**src/rtl/ab_pair_assembler.sv**
```systemverilog
// ab_pair_assembler: rebuilds {a,b} byte pairs from a valid/ready/last byte stream and
// buffers completed records in a small first-word-fall-through FIFO.
// A frame ending on an a byte yields {a, PAD_BYTE} flagged as odd.
// Optional build macro AB_PAIR_ASSEMBLER_XSCRUB_EN: accepted bytes are forced to 2-state
// before storage and x_seen latches any X/Z seen on an accepted s_data.
module ab_pair_assembler #(
    parameter int unsigned DEPTH    = 2,
    parameter int unsigned CNT_W    = 16,
    parameter logic [7:0]  PAD_BYTE = 8'h00
) (
    input  logic             clk,
    input  logic             rst,
    input  logic [7:0]       s_data,
    input  logic             s_valid,
    input  logic             s_last,
    output logic             s_ready,
    output logic [15:0]      m_data,
    output logic             m_odd,
    output logic             m_valid,
    input  logic             m_ready,
    output logic [CNT_W-1:0] pair_cnt,
    output logic             x_seen
);

    // Pointer width never drops below one bit so DEPTH=1 still elaborates.
    localparam int unsigned PTR_W  = (DEPTH > 1) ? $clog2(DEPTH) : 1;
    localparam int unsigned CNT_FW = $clog2(DEPTH + 1);

    localparam logic [CNT_FW-1:0] FULL_CNT = CNT_FW'(DEPTH);
    localparam logic [CNT_FW-1:0] CNT_ONE  = CNT_FW'(1);
    localparam logic [PTR_W-1:0]  LAST_PTR = PTR_W'(DEPTH - 1);
    localparam logic [PTR_W-1:0]  PTR_ONE  = PTR_W'(1);
    localparam logic [CNT_W-1:0]  PAIR_ONE = CNT_W'(1);

    typedef enum logic [0:0] {
        StWaitA,
        StWaitB
    } state_e;

    // Assembler state
    state_e            state_q;
    logic [7:0]        held_a_q;

    // FIFO storage: entry = {odd, a, b}
    logic [16:0]       mem_q [DEPTH];
    logic [PTR_W-1:0]  wr_ptr_q;
    logic [PTR_W-1:0]  rd_ptr_q;
    logic [CNT_FW-1:0] count_q;
    logic [CNT_W-1:0]  pair_cnt_q;

    logic [7:0]        byte_in;
    logic              accept;
    logic              push;
    logic              pop;
    logic [16:0]       push_entry;
    logic [16:0]       head_entry;

    function automatic logic [PTR_W-1:0] ptr_next(input logic [PTR_W-1:0] p);
        return (p == LAST_PTR) ? '0 : p + PTR_ONE;
    endfunction

`ifdef AB_PAIR_ASSEMBLER_XSCRUB_EN
    bit   [7:0] byte_2s;
    logic       byte_has_x;
    logic       x_seen_q;

    // Assigning to a 2-state variable turns any X/Z bit into 0.
    assign byte_2s    = s_data;
    assign byte_in    = byte_2s;
    // Reduction XOR goes X if any input bit is X or Z.
    assign byte_has_x = ((^s_data) === 1'bx);
    assign x_seen     = x_seen_q;

    // Sticky record of unknown bits on accepted bytes, cleared only by reset.
    always_ff @(posedge clk) begin
        if (rst) begin
            x_seen_q <= 1'b0;
        end else if (accept && byte_has_x) begin
            x_seen_q <= 1'b1;
        end
    end
`else
    assign byte_in = s_data;
    assign x_seen  = 1'b0;
`endif

    // Backpressure depends only on registered occupancy, never on m_ready.
    assign s_ready = !rst && (count_q != FULL_CNT);
    assign accept  = s_valid && s_ready;

    assign m_valid = (count_q != '0);
    assign pop     = m_valid && m_ready;

    // A record completes on a b byte, or on an a byte that closes its frame.
    assign push    = accept && ((state_q == StWaitB) || s_last);

    // Select the record written to the FIFO on a completing accept.
    always_comb begin
        push_entry = '0;
        if (state_q == StWaitB) begin
            push_entry = {1'b0, held_a_q, byte_in};
        end else begin
            push_entry = {1'b1, byte_in, PAD_BYTE};
        end
    end

    assign head_entry = mem_q[rd_ptr_q];
    assign m_data     = head_entry[15:0];
    assign m_odd      = head_entry[16];
    assign pair_cnt   = pair_cnt_q;

    // Pairing FSM: holds the a byte until its b byte (or end of frame) arrives.
    always_ff @(posedge clk) begin
        if (rst) begin
            state_q  <= StWaitA;
            held_a_q <= 8'h00;
        end else if (accept) begin
            unique case (state_q)
                StWaitA: begin
                    if (!s_last) begin
                        held_a_q <= byte_in;
                        state_q  <= StWaitB;
                    end
                end
                StWaitB: begin
                    state_q <= StWaitA;
                end
                default: begin
                    state_q <= StWaitA;
                end
            endcase
        end
    end

    // FIFO storage and pointers; storage is cleared so the head reads 0 after reset.
    always_ff @(posedge clk) begin
        if (rst) begin
            for (int i = 0; i < int'(DEPTH); i++) begin
                mem_q[i] <= '0;
            end
            wr_ptr_q <= '0;
            rd_ptr_q <= '0;
        end else begin
            if (push) begin
                mem_q[wr_ptr_q] <= push_entry;
                wr_ptr_q        <= ptr_next(wr_ptr_q);
            end
            if (pop) begin
                rd_ptr_q <= ptr_next(rd_ptr_q);
            end
        end
    end

    // Occupancy: simultaneous push and pop leaves it unchanged.
    always_ff @(posedge clk) begin
        if (rst) begin
            count_q <= '0;
        end else begin
            unique case ({push, pop})
                2'b10:   count_q <= count_q + CNT_ONE;
                2'b01:   count_q <= count_q - CNT_ONE;
                default: count_q <= count_q;
            endcase
        end
    end

    // Popped-record counter, wraps naturally at 2^CNT_W.
    always_ff @(posedge clk) begin
        if (rst) begin
            pair_cnt_q <= '0;
        end else if (pop) begin
            pair_cnt_q <= pair_cnt_q + PAIR_ONE;
        end
    end

    // Occupancy must never exceed DEPTH nor underflow.
    a_no_overflow : assert property (@(posedge clk) disable iff (rst)
        !(push && !pop && (count_q == FULL_CNT)));
    a_no_underflow : assert property (@(posedge clk) disable iff (rst)
        !(pop && (count_q == '0)));

endmodule

```
**config.mk**
```make
export PLATFORM = sky130hd
export DESIGN_NAME = ab_pair_assembler
export DESIGN_NICKNAME = d
export VERILOG_FILES = /design/src/rtl/ab_pair_assembler.sv
export SDC_FILE = /design/constraint.sdc
export NUM_CORES = 1
export LEC_CHECK = 0
export CORE_UTILIZATION = 44
export DETAILED_ROUTE_END_ITERATION = 10
export MAX_ROUTING_LAYER = met4
export PLACE_DENSITY_LB_ADDON = 0.3
export SYNTH_ARGS = -nofsm -noshare
export SYNTH_HDL_FRONTEND = slang
export SYNTH_SLANG_ARGS = --single-unit
```
**constraint.sdc**
```tcl
create_clock -name clk -period 6.3 [get_ports clk]
set_clock_uncertainty 0.2 [all_clocks]
set_input_delay 1.26 -clock clk [delete_from_list [all_inputs] [get_ports clk]]
set_output_delay 1.26 -clock clk [all_outputs]
set_load 0.005 [all_outputs]
```
* Word-level counts from Yosys, hierarchy flattened
Memory sizes are Yosys's and may differ from the RTL's. A register that Yosys moved wholly into a read port is not among the register bits. Cells that the tools add are included.
Cells by class: $add $sub $neg 5, eq/ne operators 3, multiplexer cells 16, bitwise logic cells 2, reductions and logical operators 10
Operators with widths (count):
- two-way mux 17 bit | 2
- OR reduction 17 bit | 1
- adder 16 x 1 -> 16 bit (second input constant) | 1
- two-way mux 1 bit | 12
- logical AND 1 bit | 4
- case mux 2 bit (2 select lines) | 1
- nonzero test 2 bit | 2
- AND reduction 3 bit | 1
- adder 1 bit (second input constant) | 2
- adder 2 x 1 -> 2 bit (second input constant) | 1
- equality test 2 x 1 -> 1 bit (second input constant) | 1
- equality test 2 bit (second input constant) | 1
- inequality test 2 bit (second input constant) | 1
- inverter 1 bit | 2
- case mux 1 bit (2 select lines) | 1
- subtractor 2 x 1 -> 2 bit (second input constant) | 1
- zero test 1 bit | 1
- logical OR 1 bit | 1
Storage, ports and cells: register bits after elaboration 29, RAM bits 34, input port bits 13, output and inout port bits 36, logic and storage cells 43, memories kept 1
Memory list:
- mem_q | words 2, width 17, rd ports 1, clocked after memory_dff 1, write ports 2, RTL line 45 | logic [16:0] mem_q [DEPTH];

* Depth between registers and ports, before layout
Gate-level depths: netlist of run 1.
depth after elaboration 9, gate-level depth with buffers 8, gate-level depth less buffers 7

* Worst setup path before layout of run 1
Ideal clock, no wire load.
path type input -> output, start point input rst, end point output s_ready, data arrival time 1.498 ns, required time 4.840 ns, setup slack 3.342 ns, cell stages on the path 2, path buffers 0, path through inv_1 and2_1
Between the ends: word-level cells in the longest chain between the ends 2
RTL lines:
- start, declared | RTL line 12 | input logic rst,
- zero test 1 bit | RTL line 88 | assign s_ready = !rst && (count_q != FULL_CNT);
- logical AND 1 bit | RTL line 88
- end, declared | RTL line 16 | output logic s_ready,
Every way passes these cells.

* Final worst setup path of run 1
Ends and elaborated chain as after synthesis.

==> results of run 1 <==
[worst max-delay path by stage]
stage	startpoint	endpoint	slack [ns]	cells after the start
floorplan	rst	s_ready	3.34	2
global placement	rst	s_ready	2.01	5
detailed placement	rst	s_ready	1.99	5
CTS	rst	s_ready	1.97	5
global route	rst	s_ready	1.89	5
finish	rst	s_ready	1.98	5
[through the flow]
| stage | instances | instance area, sq um | setup slack, ns | total power [mW] | util, % |
|---|---|---|---|---|---|
| 3_5_place_dp | 356 | 3338 | 1.987 | 0.6509 | 55.08 |
| 5_1_grt | 372 | 3513 | 1.891 | 0.9962 | 57.97 |
| 3_3_place_gp | 356 | 3338 | 2.010 | 0.6474 | 55.08 |
| 2_1_floorplan | 245 | 2821 | 3.342 | 0.5800 | - |
| 6_report | 372 | 3513 | 1.980 | 0.9524 | 57.97 |
| 4_1_cts | 372 | 3513 | 1.971 | 0.9650 | 57.97 |
[power by group through the flow]
stage / clock, mW / combinational [mW] / sequential (mW)
after floorplan: 0 / 0.0995 / 0.480
final: 0.313 / 0.147 / 0.492
after global routing: 0.337 / 0.162 / 0.497
after CTS: 0.322 / 0.149 / 0.493
after detailed placement: 0 / 0.148 / 0.503
after global placement: 0 / 0.146 / 0.501
[cells in the mapped netlist, types with 2 or more instances]
| master | count |
|---|---|
| a21oi_1 | 5 |
| and2_1 | 13 |
| buf_1 | 2 |
| buf_2 | 5 |
| clkbuf_1 | 4 |
| dfxtp_1 | 30 |
| edfxtp_1 | 34 |
| ha_1 | 2 |
| inv_1 | 3 |
| mux2_2 | 17 |
| mux2i_1 | 17 |
| nand2_1 | 12 |
| nand2b_1 | 2 |
| nand3_1 | 2 |
| nand4_1 | 4 |
| nor2_1 | 49 |
| nor3_1 | 5 |
| nor4_1 | 3 |
| o21ai_0 | 2 |
| or3_1 | 2 |
| xnor2_1 | 11 |
| xor2_1 | 4 |
[layout make-up]
class	instances	area (sq um)
inverters	4	15.01
clock buffers	12	155.1
flip-flops and latches	64	1622
well taps	75	93.84
repair buffers	48	478.0
fillers	539	2547
clock inverters	4	20.02
multi-input cells	165	1130
[critical path: cells and delay by family]
kind	cells	cell delay, ns
buffers and inverters	4	1.40
and+or+nand+nor	1	0.19
[registers in the layout, indices dropped and copies added, names as in the netlist, named ones only]
name and flops:
held_a_q 8, wr_ptr_q 1, rd_ptr_q 1, mem_q 34, count_q 2, pair_cnt 16, state_q 1
[layer usage]
| layer | share of wire (%) | up-vias | global-route usage [%] |
|---|---|---|---|
| met5 | 0 | - | - |
| met2 | 51 | 42 | 30.58 |
| met1 | 44 | 891 | 19.83 |
| li1 | - | 945 | - |
| met3 | 4.7 | 4 | 5.444 |
| met4 | 1.1 | 0 | 6.842 |
[cell families (layout without fill, tap and decap cells)]
logic type / count (synthesis) / in the layout / synth area share [%]
muxes: 35 / 35 / 13.35
and+or+nand+nor: 100 / 100 / 17.74
buffers and inverters: 16 / 68 / 2.483
adders and majority gates: 2 / 2 / 0.8868
DFF: 64 / 64 / 57.47
xor gates and xnor gates: 15 / 15 / 4.656
AOI/OAI and AO/OA: 12 / 12 / 3.282
other: 1 / 1 / 0.1329
==> out/qor.yml, run 1 <==
synth:
  synthCells: 245
  avgSynthCellArea_sq_um: 11.52
  synth_area_sq_mm: 0.002821
  ys_warn_count: 0
  synth.distinct_cells: 39
  synth_area_leaders: "edfxtp_1 36%, dfxtp_1 21%, mux2_2 6.8%, nor2_1 6.5%, mux2i_1 6.0%"
  async_flop_share_pct: 0
  netlist.area_leader.share_pct: 36.19
  yosysSeqAreaShare_pct: 57.47
  synth_edf_count: 34
  ys_ff_latch: 64
  ys.flop_type: "edfxtp_1"
  netlist.top_cell.by_area: "edfxtp_1"
  syn_nets: 260
finish:
  drive_above_1_share_pct: 13.13
  syn_to_final_growth_pct: 24.52
  diodes: 0
  layout_common_cells: "49 x nor2_1, 47 x clkdlybuf4s50_1, 34 x edfxtp_1, 30 x dfxtp_1"
  num-nets-final: 307
  mostFrequentLayoutCell: "nor2_1"
pwr:
  p_switching_mw: 0.2349
  pwr_density_cell_mw_per_mm2: 271.1
  share_seq_of_total_power_pct: 51.7
  peakVddDrop_mv: 0.1588
  clockPowerShare_pct: 32.9
  p_int_mw: 0.7176
  comb_power_share_pct: 15.5
  switching_share_pct: 24.66
  p_leak_nw: 1.310
drt:
  wirelength_mm: 5.232
  wire_per_inst_um: 14.06
  drtIter0Drc: 52
  postRouteAntennaNets: 0
  drtPass1Iterations: 4
  vias_per_cell: 5.059
  drc_errors: 0
  vias: 1882
outcome:
  status: "completed"
critical_path:
  worstPathArrival_ns: 2.86
  rrSetupSlack_ns: 3.41
  cp-end-kind: "primary output"
  critPathMostFrequentCell: "clkdlybuf4s50_1"
  crit_chain: "clkdlybuf4s50_1 -> buf_4 -> inv_1 -> and2_1 -> clkdlybuf4s50_1"
  reg2reg_to: "mem_q[0][6]"
  crit_fanout: 33
  r2r-start: "state_q"
  worstSetupStartpointType: "input port"
  cp_slowest_stage_delay_ns: 0.46
  required_ns: 4.84
  crit_path_top_delay_cell: "clkdlybuf4s50_1"
  reg2reg_depth: 4
  crit_type: "input port to primary output"
clock_network:
  htree_levels: 3
  clk_latency_ns: 0.34
  hold_buffers: 0
  clk_pin_slew_worst_paths_ns: 0.07
  post_cts_buffers: 0
  root_buffer: "clkbuf_8"
  cts-resized-gates: 0
  cts_tree: "built"
  cts-buffers-inserted: 9
  cts.sinks: 64
  cts_buffer_depth: 2
timing:
  slew_viol_final: 0
  setup-tns-final_ns: 0
  hold_slack_ns: 0.2952
  grt_setup_unrepaired: "no"
  hold_viol_final: 0
  slew_headroom_pct: 46.92
  setup_viol: 0
  fmax_mhz: 231.5
  fin_crit_sh_pct: 68.57
  fin_crit_ns: 4.320
  worstMarginPinSlew_ns: 0.7952
min_path:
  worstHoldStart: "held_a_q[0]"
  hold_path_depth: 2
  min_path_type: "flop to flop"
  min_to: "held_a_q[0]"
job:
  drv_cap: 0
floorplanning:
  core_sq_mm: 0.006061
  fp-row-count: 28
  dieArea_sq_mm: 0.006736
  start_util_pct: 46.55
  die_w_um: 82.08
  die_h_um: 82.08
  io_pins: 49
place:
  port_buffers: 47
  place.gp.congestion: 0.7186
  hpwl_mm: 3.443
global_routing:
  grt.overflow.total: 0
  grt_pass1_vias: 1796
  grt_pass1_wl_mm: 8.500
  grt.total_usage_pct: 18.04
  grt_start_max_net_pins: 34
  antenna_found_initial: 0
No activity file was read; power rests on OpenSTA's default activity.
==> inputs of run 2 (changes only) <==
- clock period: 6.3 -> 4.51 ns (I/O delays scaled with it)
==> run 2 against run 1 <==
  * Final area rose by 0.78%
  * Critical path type unchanged
  * Largest cell class unchanged
  * Clock-buffer cell count decreased by 1
  * Worst hold slack better by 0.0048 ns
  * Sequential power increased by 40%
  * Sequential share of layout area down 0.36 points
  * Non-clock buffer count unchanged
==> out/qor.yml, run 2 (synthesis results as in run 1) <==
outcome:
  status: "completed"
floorplanning:
  core_sq_mm: 0.006061  # unchanged
  die_h_um: 82.08  # unchanged
  io_pins: 49  # unchanged
  fp-row-count: 28  # unchanged
  dieArea_sq_mm: 0.006736  # unchanged
  die_w_um: 82.08  # unchanged
  start_util_pct: 46.55  # unchanged
finish:
  ff_latch_area_sq_mm: 0.001622  # unchanged
  diodes: 0  # unchanged
  drive_above_1_share_pct: 12.46  # -0.67 points
  n_fill_cell: 521  # -3.3%
  top_register: "mem_q"
  layout_common_cells: "49 x nor2_1, 47 x clkdlybuf4s50_1, 34 x edfxtp_1, 30 x dfxtp_1"
  largest_register_ffs: 34  # unchanged
  num-nets-final: 307  # unchanged
  mostFrequentLayoutCell: "nor2_1"
  syn_to_final_growth_pct: 25.50
  multi_input_area_sq_mm: 0.001130  # unchanged
critical_path:
  cp_top_family: "buffers and inverters"
  reg2reg_to: "mem_q[1][9]"
  worstPathBufferInverterCount: 3  # -1
  critPathMostFrequentCell: "clkdlybuf4s50_1"
  crit_chain: "clkdlybuf4s50_1 -> inv_1 -> and2_1 -> clkdlybuf4s50_1"
  crit_path_top_delay_cell: "clkdlybuf4s50_1"
  cp_slowest_stage_delay_ns: 0.51  # +0.05 ns
  worstPathArrival_ns: 2.16  # -0.70 ns
  cp-end-kind: "primary output"
  crit_type: "input port to primary output"
  worstSetupStartpoint: "rst"
  timing.critical_path.to: "s_ready"
  crit_fanout: 5  # -85%
  reg2reg_depth: 4  # unchanged
  r2r-start: "state_q"
  required_ns: 3.41  # -1.43 ns
  rrSetupSlack_ns: 1.69  # -1.72 ns
  cp.depth: 4  # -1
  worstSetupStartpointType: "input port"
pwr:
  pwr_density_cell_mw_per_mm2: 395.7  # +46%
  total_power_mw: 1.401  # +47%
  peakVddDrop_mv: 0.2253  # +42%
  p_leak_nw: 1.322  # +0.96%
drt:
  drc_errors: 0  # unchanged
  drtIter0Drc: 60  # +15%
  wire_per_inst_um: 13.47  # -4.3%
  postRouteAntennaNets: 0  # unchanged
  wirelength_mm: 5.009  # -4.3%
  vias: 1853  # -1.5%
  drtPass1Iterations: 4  # unchanged
  vias_per_cell: 4.981  # -1.5%
global_routing:
  antenna_found_initial: 0  # unchanged
  grt.overflow.total: 0  # unchanged
  global_route.usage.met3_pct: 4.111  # -1.3 points
  grt.total_usage_pct: 16.65  # -1.4 points
  grtUsageMet1_pct: 19.63  # -0.20 points
  grt_pass1_wl_mm: 7.941  # -6.6%
  met2_usage_pct: 27.77  # -2.8 points
  gr-max-usage-layer: "met2"
  grt_pass1_vias: 1755  # -2.3%
  grt_start_max_net_pins: 33  # -2.9%
timing:
  slew_viol_final: 0  # unchanged
  hold_slack_ns: 0.3000  # +0.004839 ns
  hold_viol_final: 0  # unchanged
  setup-tns-final_ns: 0  # unchanged
  worstMarginPinSlew_ns: 0.7756  # -0.01954 ns
  fin_crit_sh_pct: 72.37
  slew_headroom_pct: 48.17  # +1.3 points
  setup_viol: 0  # unchanged
  grt_setup_unrepaired: "no"
  fmax_mhz: 306.4
  fin_crit_ns: 3.264
clock_network:
  hold_buffers: 0  # unchanged
  htree_levels: 3  # unchanged
  cts-buffers-inserted: 9  # unchanged
  cts-resized-gates: 0  # unchanged
  post_cts_buffers: 0  # unchanged
  cts_tree: "built"
  clk_latency_ns: 0.33  # about the same
  root_buffer: "clkbuf_8"
  clk_pin_slew_worst_paths_ns: 0.07  # about the same
  cts.sinks: 64  # unchanged
  cts_buffer_depth: 2  # unchanged
job:
  drv_cap: 0  # unchanged
place:
  place.gp.congestion: 0.7487  # +4.2%
  hpwl_mm: 3.373  # -2.0%
  port_buffers: 47  # unchanged
min_path:
  min_path_type: "flop to flop"
-- run 2: changes by cell type in the layout (fill, tap and decap cells not counted), sizes merged --
cell      before  now
bufinv         0    2
clkinvlp       1    0
clkbuf        12   11
-- run 2: area by class of cell --
class / instances / share of cell area, %
clock buffer: 11 / 3.710
tap: 75 / 2.650
clock inverter: 5 / 2.014
timing repair buffer: 48 / 13.50
multi-input combinational: 165 / 31.91
sequential: 64 / 45.80
inverter: 4 / 0.4240
-- run 2: power breakdown --
| group | leakage [nW] | internal, mW | total (mW) | switching (mW) |
|---|---|---|---|---|
| registers | 0.597 | 0.648 | 0.688 | 0.0401 |
| clock network | 0.100 | 0.306 | 0.508 | 0.202 |
| logic | 0.625 | 0.130 | 0.205 | 0.0756 |
| total | 1.32 | 1.08 | 1.40 | 0.318 |
-- run 2: per-layer routing --
metal / vias up / share of wire, %
met1: 866 / 46
met2: 43 / 49
met4: 0 / 0.90
met3: 5 / 4.1
li1: 939 / -
met5: - / 0
-- run 2: worst min-delay path: stages, from the launching register on --
cell	delay, ns
dfxtp_1	0.33
mux2i_1	0.07
nor2_1	0.07
-- run 2: metrics by stage --
step | area [sq um] | instances | util, % | setup slack [ns]
final | 3541 | 372 | 58.42 | 1.246
after global routing | 3541 | 372 | 58.42 | 1.135
after CTS | 3541 | 372 | 58.42 | 1.239
after detailed placement | 3338 | 356 | 55.08 | 0.9192
after global placement | 3338 | 356 | 55.08 | 1.011
after floorplan | 2821 | 245 | - | 1.992
-- run 2: how the worst min path moves through the flow --
| stage | from | to | slack [ns] | depth (start not counted) |
|---|---|---|---|---|
| after global routing | held_a_q[4] | held_a_q[4] | 0.33 | 2 |
| after floorplan | held_a_q[0] | held_a_q[0] | 0.26 | 2 |
| after CTS | held_a_q[7] | held_a_q[7] | 0.30 | 2 |
| final | held_a_q[5] | held_a_q[5] | 0.30 | 2 |
| after detailed placement | held_a_q[4] | held_a_q[4] | 0.29 | 2 |
| after global placement | held_a_q[0] | held_a_q[0] | 0.28 | 2 |
